[src/rtl/ts_qos_pkg.sv]
// Shared definitions for the 4-input TS QoS controller: channel sizing,
// selection-state encoding and the power-on channel priority order.
package ts_qos_pkg;

  localparam int NUM_CH = 4;
  localparam int CH_W   = 2;

  typedef logic [CH_W-1:0] ch_t;

  typedef enum logic [1:0] {
    S_AUTO   = 2'd0,
    S_MANUAL = 2'd1,
    S_NONE   = 2'd2
  } sel_state_e;

  localparam logic [7:0] PRIO_RESET_DEFAULT = 8'b11100100;

  // Entry idx of the packed priority list; entry 0 is the highest rank.
  function automatic ch_t prio_entry(input logic [7:0] prio, input int idx);
    return prio[idx*CH_W +: CH_W];
  endfunction

endpackage

[src/rtl/ts_err_window_counter.sv]
// Window timer plus one saturating error counter per channel. All counters
// clear when the window expires; expire_o is the registered expire pulse.
module ts_err_window_counter
  import ts_qos_pkg::*;
#(
  parameter int TIMER_W = 20
) (
  input  logic                        clk,
  input  logic                        rst,
  input  logic [NUM_CH-1:0]           err_pulse,
  input  logic [TIMER_W-1:0]          reset_timer,
  output logic [NUM_CH-1:0][7:0]      count_o,
  output logic                        expire_o
);

  logic [TIMER_W-1:0]     timer_q, timer_d;
  logic [NUM_CH-1:0][7:0] count_q, count_d;
  logic                   expire_s;
  logic                   expire_q;

  // ">=" rather than "==" so a shortened window still expires promptly.
  always_comb begin
    expire_s = (reset_timer != '0) && (timer_q >= (reset_timer - TIMER_W'(1)));
    if (expire_s || (reset_timer == '0)) begin
      timer_d = '0;
    end else begin
      timer_d = timer_q + TIMER_W'(1);
    end
    count_d = count_q;
    for (int n = 0; n < NUM_CH; n++) begin
      if (expire_s) begin
        count_d[n] = err_pulse[n] ? 8'd1 : 8'd0;
      end else if (err_pulse[n] && (count_q[n] != 8'hFF)) begin
        count_d[n] = count_q[n] + 8'd1;
      end else begin
        count_d[n] = count_q[n];
      end
    end
  end

  always_ff @(posedge clk) begin
    if (rst) begin
      timer_q  <= '0;
      count_q  <= '0;
      expire_q <= 1'b0;
    end else begin
      timer_q  <= timer_d;
      count_q  <= count_d;
      expire_q <= expire_s;
    end
  end

  assign count_o  = count_q;
  assign expire_o = expire_q;

endmodule

[src/rtl/ts_channel_selector.sv]
// Channel-selection engine: tracks channel health from windowed error counts
// and picks the active TS channel by manual override or priority/fallback.
module ts_channel_selector
  import ts_qos_pkg::*;
#(
  parameter int ERR_THRESH = 8,
  parameter int TIMER_W    = 20
) (
  input  logic               clk,
  input  logic               rst,
  input  logic [3:0]         err_pulse,
  input  logic [3:0]         signal_in,
  input  logic               fallback_enable,
  input  logic               manual_enable,
  input  logic [1:0]         manual_channel,
  input  logic [7:0]         channel_priority,
  input  logic [TIMER_W-1:0] reset_timer,
  output logic [1:0]         active_channel,
  output logic [3:0]         signal_present,
  output logic [7:0]         error_count_ch0,
  output logic [7:0]         error_count_ch1,
  output logic [7:0]         error_count_ch2,
  output logic [7:0]         error_count_ch3,
  output logic               switch_event,
  output logic               no_valid_channel
);

  localparam logic [7:0] THRESH_C = 8'(ERR_THRESH);

  sel_state_e             state_q, state_d;
  ch_t                    active_q, active_d;
  logic [NUM_CH-1:0]      sig_q;
  logic                   sw_q, sw_d;
  logic                   nvc_q, nvc_d;
  logic [NUM_CH-1:0][7:0] cnt_s;
  logic                   expire_s;
  logic [NUM_CH-1:0]      healthy_s;
  logic                   cand_valid_s;
  ch_t                    cand_s;
  logic                   cur_listed_s;

  ts_err_window_counter #(.TIMER_W(TIMER_W)) u_err_window (
    .clk         (clk),
    .rst         (rst),
    .err_pulse   (err_pulse),
    .reset_timer (reset_timer),
    .count_o     (cnt_s),
    .expire_o    (expire_s)
  );

  // First healthy listed channel wins; duplicates keep their first rank.
  always_comb begin
    healthy_s    = '0;
    cand_valid_s = 1'b0;
    cand_s       = '0;
    cur_listed_s = 1'b0;
    for (int n = 0; n < NUM_CH; n++) begin
      healthy_s[n] = sig_q[n] && (cnt_s[n] < THRESH_C);
    end
    for (int k = 0; k < NUM_CH; k++) begin
      if (!cand_valid_s && healthy_s[prio_entry(channel_priority, k)]) begin
        cand_valid_s = 1'b1;
        cand_s       = prio_entry(channel_priority, k);
      end else begin
        cand_valid_s = cand_valid_s;
      end
      if (prio_entry(channel_priority, k) == active_q) begin
        cur_listed_s = 1'b1;
      end else begin
        cur_listed_s = cur_listed_s;
      end
    end
  end

  always_comb begin
    state_d  = state_q;
    active_d = active_q;
    if (manual_enable) begin
      state_d  = S_MANUAL;
      active_d = manual_channel;
    end else begin
      case (state_q)
        S_MANUAL: begin
          state_d = S_AUTO;
          if (!fallback_enable) begin
            active_d = prio_entry(channel_priority, 0);
          end else if (cand_valid_s) begin
            active_d = cand_s;
          end else begin
            state_d = S_NONE;
          end
        end
        S_AUTO: begin
          if (!fallback_enable) begin
            active_d = prio_entry(channel_priority, 0);
          end else if (!healthy_s[active_q] || !cur_listed_s) begin
            if (cand_valid_s) begin
              active_d = cand_s;
            end else begin
              state_d = S_NONE;
            end
          end else if (expire_s && cand_valid_s) begin
            // Current channel is healthy, so any other candidate outranks it.
            active_d = cand_s;
          end else begin
            active_d = active_q;
          end
        end
        S_NONE: begin
          if (!fallback_enable) begin
            state_d = S_AUTO;
          end else if (cand_valid_s) begin
            state_d  = S_AUTO;
            active_d = cand_s;
          end else begin
            state_d = S_NONE;
          end
        end
        default: begin
          state_d = S_AUTO;
        end
      endcase
    end
    nvc_d = (state_d == S_NONE);
    sw_d  = (active_d != active_q);
  end

  always_ff @(posedge clk) begin
    if (rst) begin
      state_q  <= S_AUTO;
      active_q <= '0;
      sig_q    <= '0;
      sw_q     <= 1'b0;
      nvc_q    <= 1'b0;
    end else begin
      state_q  <= state_d;
      active_q <= active_d;
      sig_q    <= signal_in;
      sw_q     <= sw_d;
      nvc_q    <= nvc_d;
    end
  end

  assign active_channel   = active_q;
  assign signal_present   = sig_q;
  assign switch_event     = sw_q;
  assign no_valid_channel = nvc_q;
  assign error_count_ch0  = cnt_s[0];
  assign error_count_ch1  = cnt_s[1];
  assign error_count_ch2  = cnt_s[2];
  assign error_count_ch3  = cnt_s[3];

endmodule
[config.mk]
export PLATFORM = sky130hd
export DESIGN_NAME = ts_channel_selector
export DESIGN_NICKNAME = d
export VERILOG_FILES = /design/src/rtl/ts_qos_pkg.sv /design/src/rtl/ts_err_window_counter.sv /design/src/rtl/ts_channel_selector.sv
export SDC_FILE = /design/constraint.sdc
export NUM_CORES = 1
export LEC_CHECK = 0
export CORE_MARGIN = 10
export CORE_UTILIZATION = 58
export CTS_CLUSTER_SIZE = 25
export DETAILED_ROUTE_END_ITERATION = 10
export PLACE_DENSITY = 0.87
export SLEW_MARGIN = 30
export SYNTH_ARGS = -nofsm -noshare
export SYNTH_HDL_FRONTEND = slang
export SYNTH_HIERARCHICAL = 1
export SYNTH_SLANG_ARGS = --single-unit
[constraint.sdc]
create_clock -name clk -period 8.79 [get_ports clk]
set_clock_uncertainty 0.05 [all_clocks]
set_input_delay 1.758 -clock clk [delete_from_list [all_inputs] [get_ports clk]]
set_output_delay 1.758 -clock clk [all_outputs]
set_load 0.05 [all_outputs]
==> impl_metrics.ini, run 1 <==
[setup_path]
slowest_stage = or4_4
cp_common_cell = nor4_1
critPathTopFamily = simple AND/OR/NAND/NOR gates
cp_max_fo = 28
path_class = input port to flop
worst_setup_path_end_kind = flop
r2r_start = u_err_window/count_o[22]$_SDFFE_PP0P_
cp_num_buf_inv = 1
reg2reg_slack_ns = 5.87
timing.rr.end = switch_event$_SDFF_PP0_
crit_arrival_ns = 5.62
startpoint_type = input port
path_cells = clkdlybuf4s50_1 -> or4_4 -> nor3_4 -> nand3_1 -> nor4_1 -> xnor2_1 -> ha_1 -> nand4_1 -> nor4_1 -> and3b_1 -> nand3b_4 -> a21o_4 -> nor2_1
r2r_cells = 8
required_ns = 8.93
slowest_delay_ns = 0.61

[cells_and_area]
nNetsFinal = 663
drive_gt1_share_pct = 11.3
area_growth_pct = 22.2
diodes = 0
utilization_pct = 72.3
fin_cells = 697

[logic_synthesis]
synth.yosys.seq_area_share_pct = 27.9
synth_edf_count = 0
synth_top_family_by_area = simple AND/OR/NAND/NOR gates
synthTopCellsByCount = 63 x dfxtp_1, 57 x nor2_1, 43 x nand2_1, 36 x xnor2_1, 32 x xor2_1
synth-simple-area-share_pct = 32.3
synth_adder_area_share_pct = 8.57
syn_avg_cell_area_um2 = 8.87
synth_seq_cells = 63
yosysMostFrequentCell = dfxtp_1
synth_compound_area_share_pct = 12.6
netlist_instances = 510
synth_flop_cell = dfxtp_1
synth_top_area_cell = dfxtp_1
ys_warn_count = 6
synth_xor_area_share_pct = 13.2
synth.mux.area_fraction_pct = 1.94
synth_area_leaders = dfxtp_1 28%, ha_1 8.6%, xnor2_1 7.0%
netlist_area_mm2 = 0.00453
netlist-cell-type-count = 76
synth_top_area_share_pct = 27.9
async_flop_share_pct = 0
syn_nets = 583

[routing]
drt_first_pass_iters = 5
vias = 4174
drcViolationCount = 0
detail_route.wl_per_cell_um = 17.3
first_iter_violations = 317
routed_via_density = 5.99
drt_wl_total_mm = 12.0
ant_nets = 0

[floorplanning]
die-height_um = 108
dieWidth_um = 108
dieArea_mm2 = 0.0117
coreArea_mm2 = 0.00765
initial_core_util_pct = 59.2
pin_count = 82
std_cell_rows = 32

[power_and_ir_drop]
finalPower_mw = 0.674
p_per_area_mw_per_mm2 = 122
peakVddDrop_mv = 0.100
p_leak_nw = 1.95

[timing]
finalCritPeriodShare_pct = 62.4
relSlewSlack_pct = 42.7
setup_viol_count_final = 0
rsz0062_at_grt = false
layout_min_cycle_time_ns = 5.48
tightest_slew_ns = 0.853
drv_slew = 0
max_freq_mhz = 182
finalSetupTns_ns = 0
finalHoldViolCount = 0

[global_routing]
grt_util_met2_pct = 36.4
grt_overflow_total = 0
use_met1_pct = 23.6
grt_use_total_pct = 20.7
grt_pass1_vias = 4233
grt_pass1_wl_mm = 20.2
use_met3_pct = 4.46
grt_start_max_net_pins = 29
grt_busiest_layer = met2
antenna_found_initial = 0

[min_path]
hold_class = flop to flop
min_to = u_err_window/timer_q[0]$_SDFF_PP0_
hp-start = u_err_window/timer_q[0]$_SDFF_PP0_
min_path_cells = 1

[outcome]
outcome = finished, final reports clean

[clock_tree]
clock_sinks = 63
htreeDepth = 3
hold_buffers = 0
cts_setup_buffers = 0
ctsResizeCount = 0
root_buffer = clkbuf_8
cts.clk_slew.worst_paths_ns = 0.07
clock_latency_ns = 0.33
cts_buffer_depth = 2
cts_buffers = 9
cts_tree = yes

[place]
dp.cells = 681
io_buffers = 81
routabilityCongestion = 0.894
place_hpwl_mm = 9.18

[job]
maxCapViolations = 0
[how the worst max path moves through the flow]
stage / from / end / depth (start not counted)
floorplan: reset_timer[8] / u_err_window/count_o[19]$_SDFFE_PP0P_ / 14
global placement: reset_timer[8] / u_err_window/count_o[17]$_SDFFE_PP0P_ / 13
detailed placement: reset_timer[8] / u_err_window/count_o[26]$_SDFFE_PP0P_ / 13
CTS: reset_timer[8] / u_err_window/count_o[26]$_SDFFE_PP0P_ / 13
global route: reset_timer[2] / u_err_window/count_o[26]$_SDFFE_PP0P_ / 12
finish: reset_timer[8] / u_err_window/count_o[26]$_SDFFE_PP0P_ / 13
[area by class of cell]
type | count | area, µm²
tap | 102 | 128
fill | 576 | 2120
clock buffer | 10 | 128
timing repair buffer | 82 | 818
clock inverter | 6 | 37.5
sequential | 63 | 1260
multi-input combinational | 421 | 3110
inverter | 13 | 48.8
[cells by family (layout without fill, tap and decap cells)]
logic type	Yosys count	after routing
xor gates and xnor gates	68	68
buffers and inverters	26	111
adders and majority gates	31	31
muxes	6	6
AOI/OAI and AO/OA	77	77
and+or+nand+nor	239	239
DFF	63	63
[routing by layer]
| metal | routed length, µm | vias to the layer above |
|---|---|---|
| met5 | 0 | - |
| met4 | 350 | 0 |
| met3 | 700 | 31 |
| met2 | 6080 | 159 |
| met1 | 4910 | 1983 |
| li1 | - | 2001 |
[cells in the final DEF (no fill, tap or decap), drive strengths merged, types with 3 or more instances in the layout]
master	n
a21o	3
a21oi	21
a22oi	4
a311oi	3
a31oi	5
a32oi	3
and2	4
and3	8
and3b	3
clkbuf	10
clkdlybuf4s50	81
clkinv	3
clkinvlp	3
dfxtp	63
ha	31
inv	13
nand2	43
nand3	25
nand3b	6
nand4	17
nand4b	6
nor2	77
nor2b	7
nor3	16
nor4	11
nor4b	3
o21a	5
o21ai	9
o31ai	3
xnor2	36
xor2	32
[flip-flops by register name (all words and copies together) (netlist names)]
signal	flops
active_channel	2
u_err_window/timer_q	20
u_err_window/expire_o	1
signal_present	4
switch_event	1
state_q	2
u_err_window/count_o	32
no_valid_channel	1
[metrics by stage]
step	hold WS [ns]	instance area, µm²	setup WS (ns)
after floorplan	0.380	4530	4.09
after global placement	0.392	5360	2.87
after detailed placement	0.399	5370	3.01
after CTS	0.414	5530	3.37
after global routing	0.457	5530	3.00
final	0.409	5530	3.31
[power breakdown]
part	switching, mW	internal [mW]	leakage (nW)
registers	0.0118	0.294	0.512
clock network	0.113	0.101	0.0781
logic	0.0880	0.0673	1.36
No activity file was read; power rests on OpenSTA's default activity.
==> run 2, diff against run 1 <==
--- a/config.mk
+++ b/config.mk
@@ -6,10 +6,10 @@
 export NUM_CORES = 1
 export LEC_CHECK = 0
 export CORE_MARGIN = 10
-export CORE_UTILIZATION = 58
+export CORE_UTILIZATION = 54
 export CTS_CLUSTER_SIZE = 25
 export DETAILED_ROUTE_END_ITERATION = 10
-export PLACE_DENSITY = 0.87
+export PLACE_DENSITY = 0.82
 export SLEW_MARGIN = 30
 export SYNTH_ARGS = -nofsm -noshare
 export SYNTH_HDL_FRONTEND = slang
==> constraint.sdc (replaced) <==
create_clock -name clk -period 5.05 [get_ports clk]
set_clock_uncertainty 0.05 [all_clocks]
set_input_delay 1.01 -clock clk [delete_from_list [all_inputs] [get_ports clk]]
set_output_delay 1.01 -clock clk [all_outputs]
set_load 0.05 [all_outputs]
==> impl_metrics.ini, run 2 (synthesis gave the netlist of run 1 again) <==
[outcome]
outcome = finished, final reports clean

[setup_path]
worst_setup_path_end_kind = flop
slowest_delay_ns = 0.60
reg2reg_slack_ns = 2.15
slowest_stage = or4_4
crit_arrival_ns = 4.68
r2r_cells = 8
cp_common_cell = nor4_1
timing.rr.end = switch_event$_SDFF_PP0_
r2r_start = u_err_window/count_o[22]$_SDFFE_PP0P_
required_ns = 5.23
path_class = input port to flop
cp_max_fo = 28
startpoint_type = input port
path_cells = clkdlybuf4s50_1 -> or4_4 -> nor3_4 -> nand3_1 -> nor4_1 -> xnor2_1 -> ha_1 -> nand4_1 -> nor4_1 -> and3b_1 -> nand3b_4 -> a21o_2 -> buf_12 -> nor2_1

[cells_and_area]
layout_common_cells = 81 x clkdlybuf4s50_1, 63 x dfxtp_1, 57 x nor2_1
area_growth_pct = 24.2
nNetsFinal = 665
fill_cells = 639
final_common_cell = clkdlybuf4s50_1
drive_gt1_share_pct = 11.6
diodes = 0
largest_reg_flops = 32
fin_area_mm2 = 0.00562

[floorplanning]
coreArea_mm2 = 0.00818
dieArea_mm2 = 0.0124
dieWidth_um = 112
pin_count = 82
initial_core_util_pct = 55.4
std_cell_rows = 33
die-height_um = 112

[timing]
finalCritPeriodShare_pct = 89.1
tightest_slew_ns = 0.894
rsz0062_at_grt = false
finalHoldViolCount = 0
finalSetupTns_ns = 0
max_freq_mhz = 222
relSlewSlack_pct = 39.9
drv_slew = 0
layout_min_cycle_time_ns = 4.50
setup_viol_count_final = 0

[clock_tree]
clock_sinks = 63
ctsResizeCount = 0
root_buffer = clkbuf_8
clock_latency_ns = 0.34
cts_buffer_depth = 2
cts_tree = yes
cts.clk_slew.worst_paths_ns = 0.07
hold_buffers = 0
htreeDepth = 3
cts_buffers = 9
cts_setup_buffers = 0

[place]
routabilityCongestion = 0.936
io_buffers = 81
place_hpwl_mm = 9.10
place_area_mm2 = 0.00539

[power_and_ir_drop]
finalPower_mw = 1.30
p_per_area_mw_per_mm2 = 232
p_leak_nw = 2.00
peakVddDrop_mv = 0.222

[global_routing]
antenna_found_initial = 0
grt_start_max_net_pins = 29
grt_pass1_wl_mm = 19.5
grt_overflow_total = 0
grt_pass1_vias = 4027
grt_use_total_pct = 18.3

[routing]
drt_first_pass_iters = 5
vias = 4033
detail_route.wl_per_cell_um = 16.7
routed_via_density = 5.75
first_iter_violations = 196
ant_nets = 0
drcViolationCount = 0
drt_wl_total_mm = 11.7

[min_path]
min_to = u_err_window/timer_q[0]$_SDFF_PP0_
min_path_cells = 1
hold_class = flop to flop
hp-start = u_err_window/timer_q[0]$_SDFF_PP0_

[job]
maxCapViolations = 0
==> run 2: changes by cell type in the layout (fill, tap and decap cells not counted) <==
cell / delta
clkbuf_8: +3
clkinvlp_4: -3
bufinv_16: +2
clkinv_2: -2
a21o_2: +1
a21o_4: -1
buf_12: +1
buf_4: +1
clkbuf_1: -1
==> run 2: final cells by class <==
class / instances / area [µm²] / share of cell area [%]
Sequential cell: 63 / 1260 / 22.4
Inverter: 13 / 48.8 / 0.868
Clock buffer: 12 / 165 / 2.94
Clock inverter: 3 / 65.1 / 1.16
Tap cell: 105 / 131 / 2.34
Timing Repair Buffer: 84 / 846 / 15.0
Multi-Input combinational cell: 421 / 3100 / 55.2
==> run 2: worst max path at each step <==
stage	slack (ns)	depth (start not counted)	to	start
CTS	0.58	14	u_err_window/count_o[25]$_SDFFE_PP0P_	reset_timer[8]
detailed placement	0.22	14	u_err_window/count_o[28]$_SDFFE_PP0P_	reset_timer[8]
finish	0.55	14	u_err_window/count_o[17]$_SDFFE_PP0P_	reset_timer[8]
floorplan	1.10	14	u_err_window/count_o[19]$_SDFFE_PP0P_	reset_timer[8]
global route	0.38	14	u_err_window/count_o[17]$_SDFFE_PP0P_	reset_timer[8]
global placement	0.40	14	u_err_window/count_o[17]$_SDFFE_PP0P_	reset_timer[8]
==> run 2: critical path: cells and delay by family <==
kind	cells	cell delay, ns
and+or+nand+nor	9	2.28
buffers and inverters	2	0.77
adders and majority gates	1	0.31
AOI/OAI and AO/OA	1	0.17
xor gates and xnor gates	1	0.12
==> run 2: power by group <==
| group | switching, mW | total, mW | internal [mW] |
|---|---|---|---|
| Combinational | 0.149 | 0.268 | 0.118 |
| Clock | 0.188 | 0.503 | 0.315 |
| Sequential | 0.0214 | 0.533 | 0.511 |
==> run 2: layer usage <==
metal  vias up  routed length (µm)  global-route usage [%]
li1       1998                   -                       -
met1      1906                5010                    21.2
met2       112                5880                    32.0
met3        17                 649                    5.31
met4         0                 166                    5.40
met5         -                   0                       0
==> run 2: stage by stage <==
step | setup WS, ns | hold WS [ns] | util, % | instances
2_1_floorplan | 1.10 | 0.380 | - | 510
3_3_place_gp | 0.397 | 0.397 | 65.9 | 686
3_5_place_dp | 0.216 | 0.409 | 65.9 | 686
4_1_cts | 0.583 | 0.424 | 68.7 | 701
5_1_grt | 0.380 | 0.483 | 68.7 | 701
6_report | 0.550 | 0.429 | 68.7 | 701
==> run 3, diff against run 2 <==
--- a/config.mk
+++ b/config.mk
@@ -10,6 +10,7 @@
 export CTS_CLUSTER_SIZE = 25
 export DETAILED_ROUTE_END_ITERATION = 10
 export PLACE_DENSITY = 0.82
+export SETUP_SLACK_MARGIN = 0.4
 export SLEW_MARGIN = 30
 export SYNTH_ARGS = -nofsm -noshare
 export SYNTH_HDL_FRONTEND = slang
==> impl_metrics.ini, run 3 (synthesis gave the netlist of run 1 again) <==
[floorplanning]
coreArea_mm2 = 0.00818
dieWidth_um = 112
std_cell_rows = 33
dieArea_mm2 = 0.0124
initial_core_util_pct = 55.4
pin_count = 82
die-height_um = 112

[setup_path]
reg2reg_slack_ns = 2.16
r2r_cells = 8
r2r_start = u_err_window/count_o[22]$_SDFFE_PP0P_
startpoint_type = input port
cp_max_fo = 28
timing.rr.end = switch_event$_SDFF_PP0_
required_ns = 5.23
path_class = input port to flop
worst_setup_path_end_kind = flop
crit_arrival_ns = 4.65

[clock_tree]
clock_latency_ns = 0.34
cts_tree = yes
cts.clk_slew.worst_paths_ns = 0.07
hold_buffers = 0
cts_setup_buffers = 0
ctsResizeCount = 0
cts_buffer_depth = 2
root_buffer = clkbuf_8
clock_sinks = 63
htreeDepth = 3
cts_buffers = 9

[routing]
drt_wl_total_mm = 11.7
first_iter_violations = 208
drt_first_pass_iters = 5
detail_route.wl_per_cell_um = 16.7
routed_via_density = 5.76
ant_nets = 0
drcViolationCount = 0
vias = 4038

[timing]
finalHoldViolCount = 0
layout_min_cycle_time_ns = 4.47
max_freq_mhz = 224
tightest_slew_ns = 0.893
finalSetupTns_ns = 0
drv_slew = 0
setup_viol_count_final = 0
finalCritPeriodShare_pct = 88.5
rsz0062_at_grt = false
relSlewSlack_pct = 40.0
fin_ws_ns = 0.579

[cells_and_area]
drive_gt1_share_pct = 11.7
area_growth_pct = 24.3
nNetsFinal = 665
final_common_cell = clkdlybuf4s50_1
diodes = 0
fin_area_mm2 = 0.00563
layout_common_cells = 81 x clkdlybuf4s50_1, 63 x dfxtp_1, 57 x nor2_1
fin_cells = 701
largest_reg_flops = 32

[global_routing]
grt_overflow_total = 0
grt_start_max_net_pins = 29
antenna_found_initial = 0
grt_use_total_pct = 18.3
grt_pass1_vias = 4027
grt_pass1_wl_mm = 19.5

[place]
io_buffers = 81
routabilityCongestion = 0.936
dp_worst_setup_slack_ns = 0.216
place_hpwl_mm = 9.10
dp.cells = 686
place_area_mm2 = 0.00539

[outcome]
outcome = finished, final reports clean

[job]
maxCapViolations = 0

[min_path]
hold_class = flop to flop
min_to = u_err_window/timer_q[0]$_SDFF_PP0_
min_path_cells = 1
hp-start = u_err_window/timer_q[0]$_SDFF_PP0_

[power_and_ir_drop]
p_leak_nw = 2.00
p_per_area_mw_per_mm2 = 231
peakVddDrop_mv = 0.222
-- run 3: report_power, final --
group	internal [mW]	total, mW	switching [mW]	leakage [nW]
logic	0.118	0.268	0.149	1.37
clock network	0.315	0.502	0.187	0.118
registers	0.511	0.533	0.0215	0.512
-- run 3: how the worst max path moves through the flow --
| stage | end | from | slack [ns] | depth (start not counted) |
|---|---|---|---|---|
| final | u_err_window/count_o[17]$_SDFFE_PP0P_ | reset_timer[8] | 0.58 | 14 |
| after global routing | u_err_window/timer_q[13]$_SDFF_PP0_ | reset_timer[8] | 0.45 | 13 |
| after CTS | u_err_window/count_o[25]$_SDFFE_PP0P_ | reset_timer[8] | 0.58 | 14 |
| after detailed placement | u_err_window/count_o[28]$_SDFFE_PP0P_ | reset_timer[8] | 0.22 | 14 |
| after global placement | u_err_window/count_o[17]$_SDFFE_PP0P_ | reset_timer[8] | 0.40 | 14 |
| after floorplan | u_err_window/count_o[19]$_SDFFE_PP0P_ | reset_timer[8] | 1.10 | 14 |
-- run 3: through the flow --
step	utilization, %	hold WS, ns	total power [mW]
floorplan	-	0.380	0.715
global placement	65.9	0.397	0.802
detailed placement	65.9	0.409	0.809
CTS	68.7	0.424	1.32
global route	68.8	0.483	1.36
finish	68.8	0.429	1.30
-- run 3: per-layer routing --
layer	up-vias	GRT usage, %	share of wire (%)
met1	1912	21.2	42
met5	-	0	0
met3	17	5.31	5.9
met2	110	32.0	50
met4	0	5.40	1.4
li1	1999	-	-
-- run 3: critical path, stage by stage --
cell and delay (ns):
clkdlybuf4s50_1 0.50, or4_4 0.60, nor3_4 0.16, nand3_1 0.14, nor4_1 0.31, xnor2_1 0.12
ha_1 0.31, nand4_1 0.19, nor4_2 0.36, and3b_1 0.22, nand3b_4 0.19, a21o_2 0.17
buf_12 0.27, nor2_1 0.08
-- run 3: area by class of cell --
class	instances	area, µm²
multi-input combinational	421	3110
fill	638	2550
sequential	63	1260
timing repair buffer	84	846
clock buffer	12	165
tap	105	131
clock inverter	3	65.1
inverter	13	48.8
==> variant, RTL diff (config.mk and constraints of run 2) <==
Put a register stage on the outputs `error_count_ch0`, `error_count_ch1`, `error_count_ch2` and `error_count_ch3`, cleared by the reset. The values now appear one clock later. The other outputs are not delayed to match.
--- a/src/rtl/ts_channel_selector.sv
+++ b/src/rtl/ts_channel_selector.sv
@@ -147,6 +147,15 @@
   assign no_valid_channel = nvc_q;
-  assign error_count_ch0  = cnt_s[0];
-  assign error_count_ch1  = cnt_s[1];
-  assign error_count_ch2  = cnt_s[2];
-  assign error_count_ch3  = cnt_s[3];
+  always_ff @(posedge clk) begin
+    if (rst) begin
+      error_count_ch0 <= '0;
+      error_count_ch1 <= '0;
+      error_count_ch2 <= '0;
+      error_count_ch3 <= '0;
+    end else begin
+      error_count_ch0 <= cnt_s[0];
+      error_count_ch1 <= cnt_s[1];
+      error_count_ch2 <= cnt_s[2];
+      error_count_ch3 <= cnt_s[3];
+    end
+  end
 
Formal check against the unedited RTL: not equivalent (Yosys sat finds a counterexample within 4 cycles, from zero or initial values and one cycle with rst high).
==> variant against run 2 <==
  * Cell area up 15%
  * Sequential power up 48%
  * Sequential cell count up 32
  * Via count up 6.5%
  * Wire length up 3.4%
  * Register-to-register slack worse by 60 ps
  * Area after synthesis up 18%
  * Largest cell class unchanged
  * Highest routed layer unchanged
  * Worst hold slack better by 8.3 ps
  * Total power up 22%
  * Worst setup slack better by 110 ps
  * Global-route usage down 1.3 points
==> variant: results <==
<?xml version="1.0" encoding="UTF-8"?>
<metrics>
  <group name="pwr">
    <metric name="power_switching" unit="µW">435</metric>
    <metric name="p_per_area" unit="nW/µm²">246</metric>
    <metric name="leakage" unit="nW">2.35</metric>
    <metric name="vdd.ir_drop.worst" unit="V">0.000123</metric>
    <metric name="power.sequential.fraction" unit="%">49.8</metric>
  </group>
  <group name="critical_path">
    <metric name="critPathArrivalTime" unit="ps">4590</metric>
    <metric name="cp_max_fo" unit="">14</metric>
    <metric name="setup.reg_to_reg.worst_slack" unit="ps">2090</metric>
    <metric name="rr_worst_depth" unit="">8</metric>
    <metric name="r2r-start" unit="">u_err_window/count_o[15]</metric>
    <metric name="critical_path.endpoint" unit="">u_err_window/count_o[6]</metric>
  </group>
  <group name="drt">
    <metric name="detail_route.iter0.violations" unit="">228</metric>
    <metric name="drt_pass1_iterations" unit="">4</metric>
    <metric name="avgViaCountPerCell" unit="">5.44</metric>
  </group>
  <group name="global_routing">
    <metric name="globalRouteTotalUtil" unit="%">17.0</metric>
    <metric name="grt_max_degree" unit="">52</metric>
    <metric name="globalRouteMet2Util" unit="%">30.6</metric>
    <metric name="vias_in_the_first_global_route" unit="">4391</metric>
  </group>
  <group name="sta">
    <metric name="finalHoldWorstSlack" unit="ps">437</metric>
    <metric name="timing_worst_slew_pin_value" unit="ps">892</metric>
    <metric name="finalCriticalPeriod" unit="ps">4390</metric>
  </group>
  <group name="cts">
    <metric name="clkLatencyLatePin" unit="ps">360</metric>
    <metric name="ctsRootBufferMaster" unit="">sky130_fd_sc_hd__clkbuf_8</metric>
  </group>
  <group name="worst_hold_path">
    <metric name="worstHoldStart" unit="">u_err_window/timer_q[0]</metric>
  </group>
  <group name="synthesis">
    <metric name="ys_seq_area_share" unit="%">35.7</metric>
    <metric name="distinct_cell_type_count_of_the_synthesized_netlist" unit="">69</metric>
    <metric name="ranking_of_synthesized_cells_by_instance_count" unit="">sky130_fd_sc_hd__dfxtp_1 (95), sky130_fd_sc_hd__nor2_1 (59), sky130_fd_sc_hd__nand2_1 (44), sky130_fd_sc_hd__nor2b_1 (38), sky130_fd_sc_hd__xnor2_1 (36)</metric>
    <metric name="yosys-top-cells-area" unit="">sky130_fd_sc_hd__dfxtp_1 (36%), sky130_fd_sc_hd__ha_1 (7.3%), sky130_fd_sc_hd__xnor2_1 (5.9%)</metric>
    <metric name="syn_nets" unit="">643</metric>
  </group>
  <group name="placed_design">
    <metric name="last_weighted_congestion_value_of_the_routability_driven_placer" unit="">0.942</metric>
    <metric name="placed_cell_area" unit="µm²">6240</metric>
    <metric name="detailed_place_hpwl" unit="µm">9350</metric>
    <metric name="dp_worst_slack" unit="ps">297</metric>
  </group>
  <group name="cells_and_area">
    <metric name="multi_input_area" unit="µm²">3260</metric>
    <metric name="largest_register_ff_count" unit="">32</metric>
    <metric name="fillCellCount" unit="">773</metric>
    <metric name="design_area" unit="µm²">6450</metric>
    <metric name="final_net_count" unit="">725</metric>
  </group>
  <group name="outcome">
    <metric name="run_status" unit="">finished, final reports clean</metric>
  </group>
</metrics>
==> variant: metrics by stage <==
| stage | cells | util [%] |
|---|---|---|
| floorplan | 570 | - |
| global placement | 774 | 64.4 |
| detailed placement | 774 | 64.4 |
| CTS | 790 | 66.6 |
| global route | 790 | 66.6 |
| finish | 790 | 66.6 |
==> variant: logic make-up after synthesis <==
family          Yosys count  share of synthesized area [%]
xor+xnor                 68                           11.2
simple gates            267                           29.8
buf+inv                  28                           3.15
flops                    95                           35.7
fa+ha+maj                31                           7.28
compound gates           72                           9.99
mux                       9                           2.87
==> variant: routing by layer <==
layer  wire [µm]  share of wire, %
met5           0                 0
met4         133               1.1
met3         630               5.2
met2        6120                51
met1        5220                43
==> variant: layout make-up <==
class,count,area share [%]
multi-input cells,447,50.5
inverters,14,0.815
clock buffers,12,2.41
flip-flops and latches,95,29.5
well taps,133,2.58
repair buffers,85,13.4
clock inverters,4,0.815
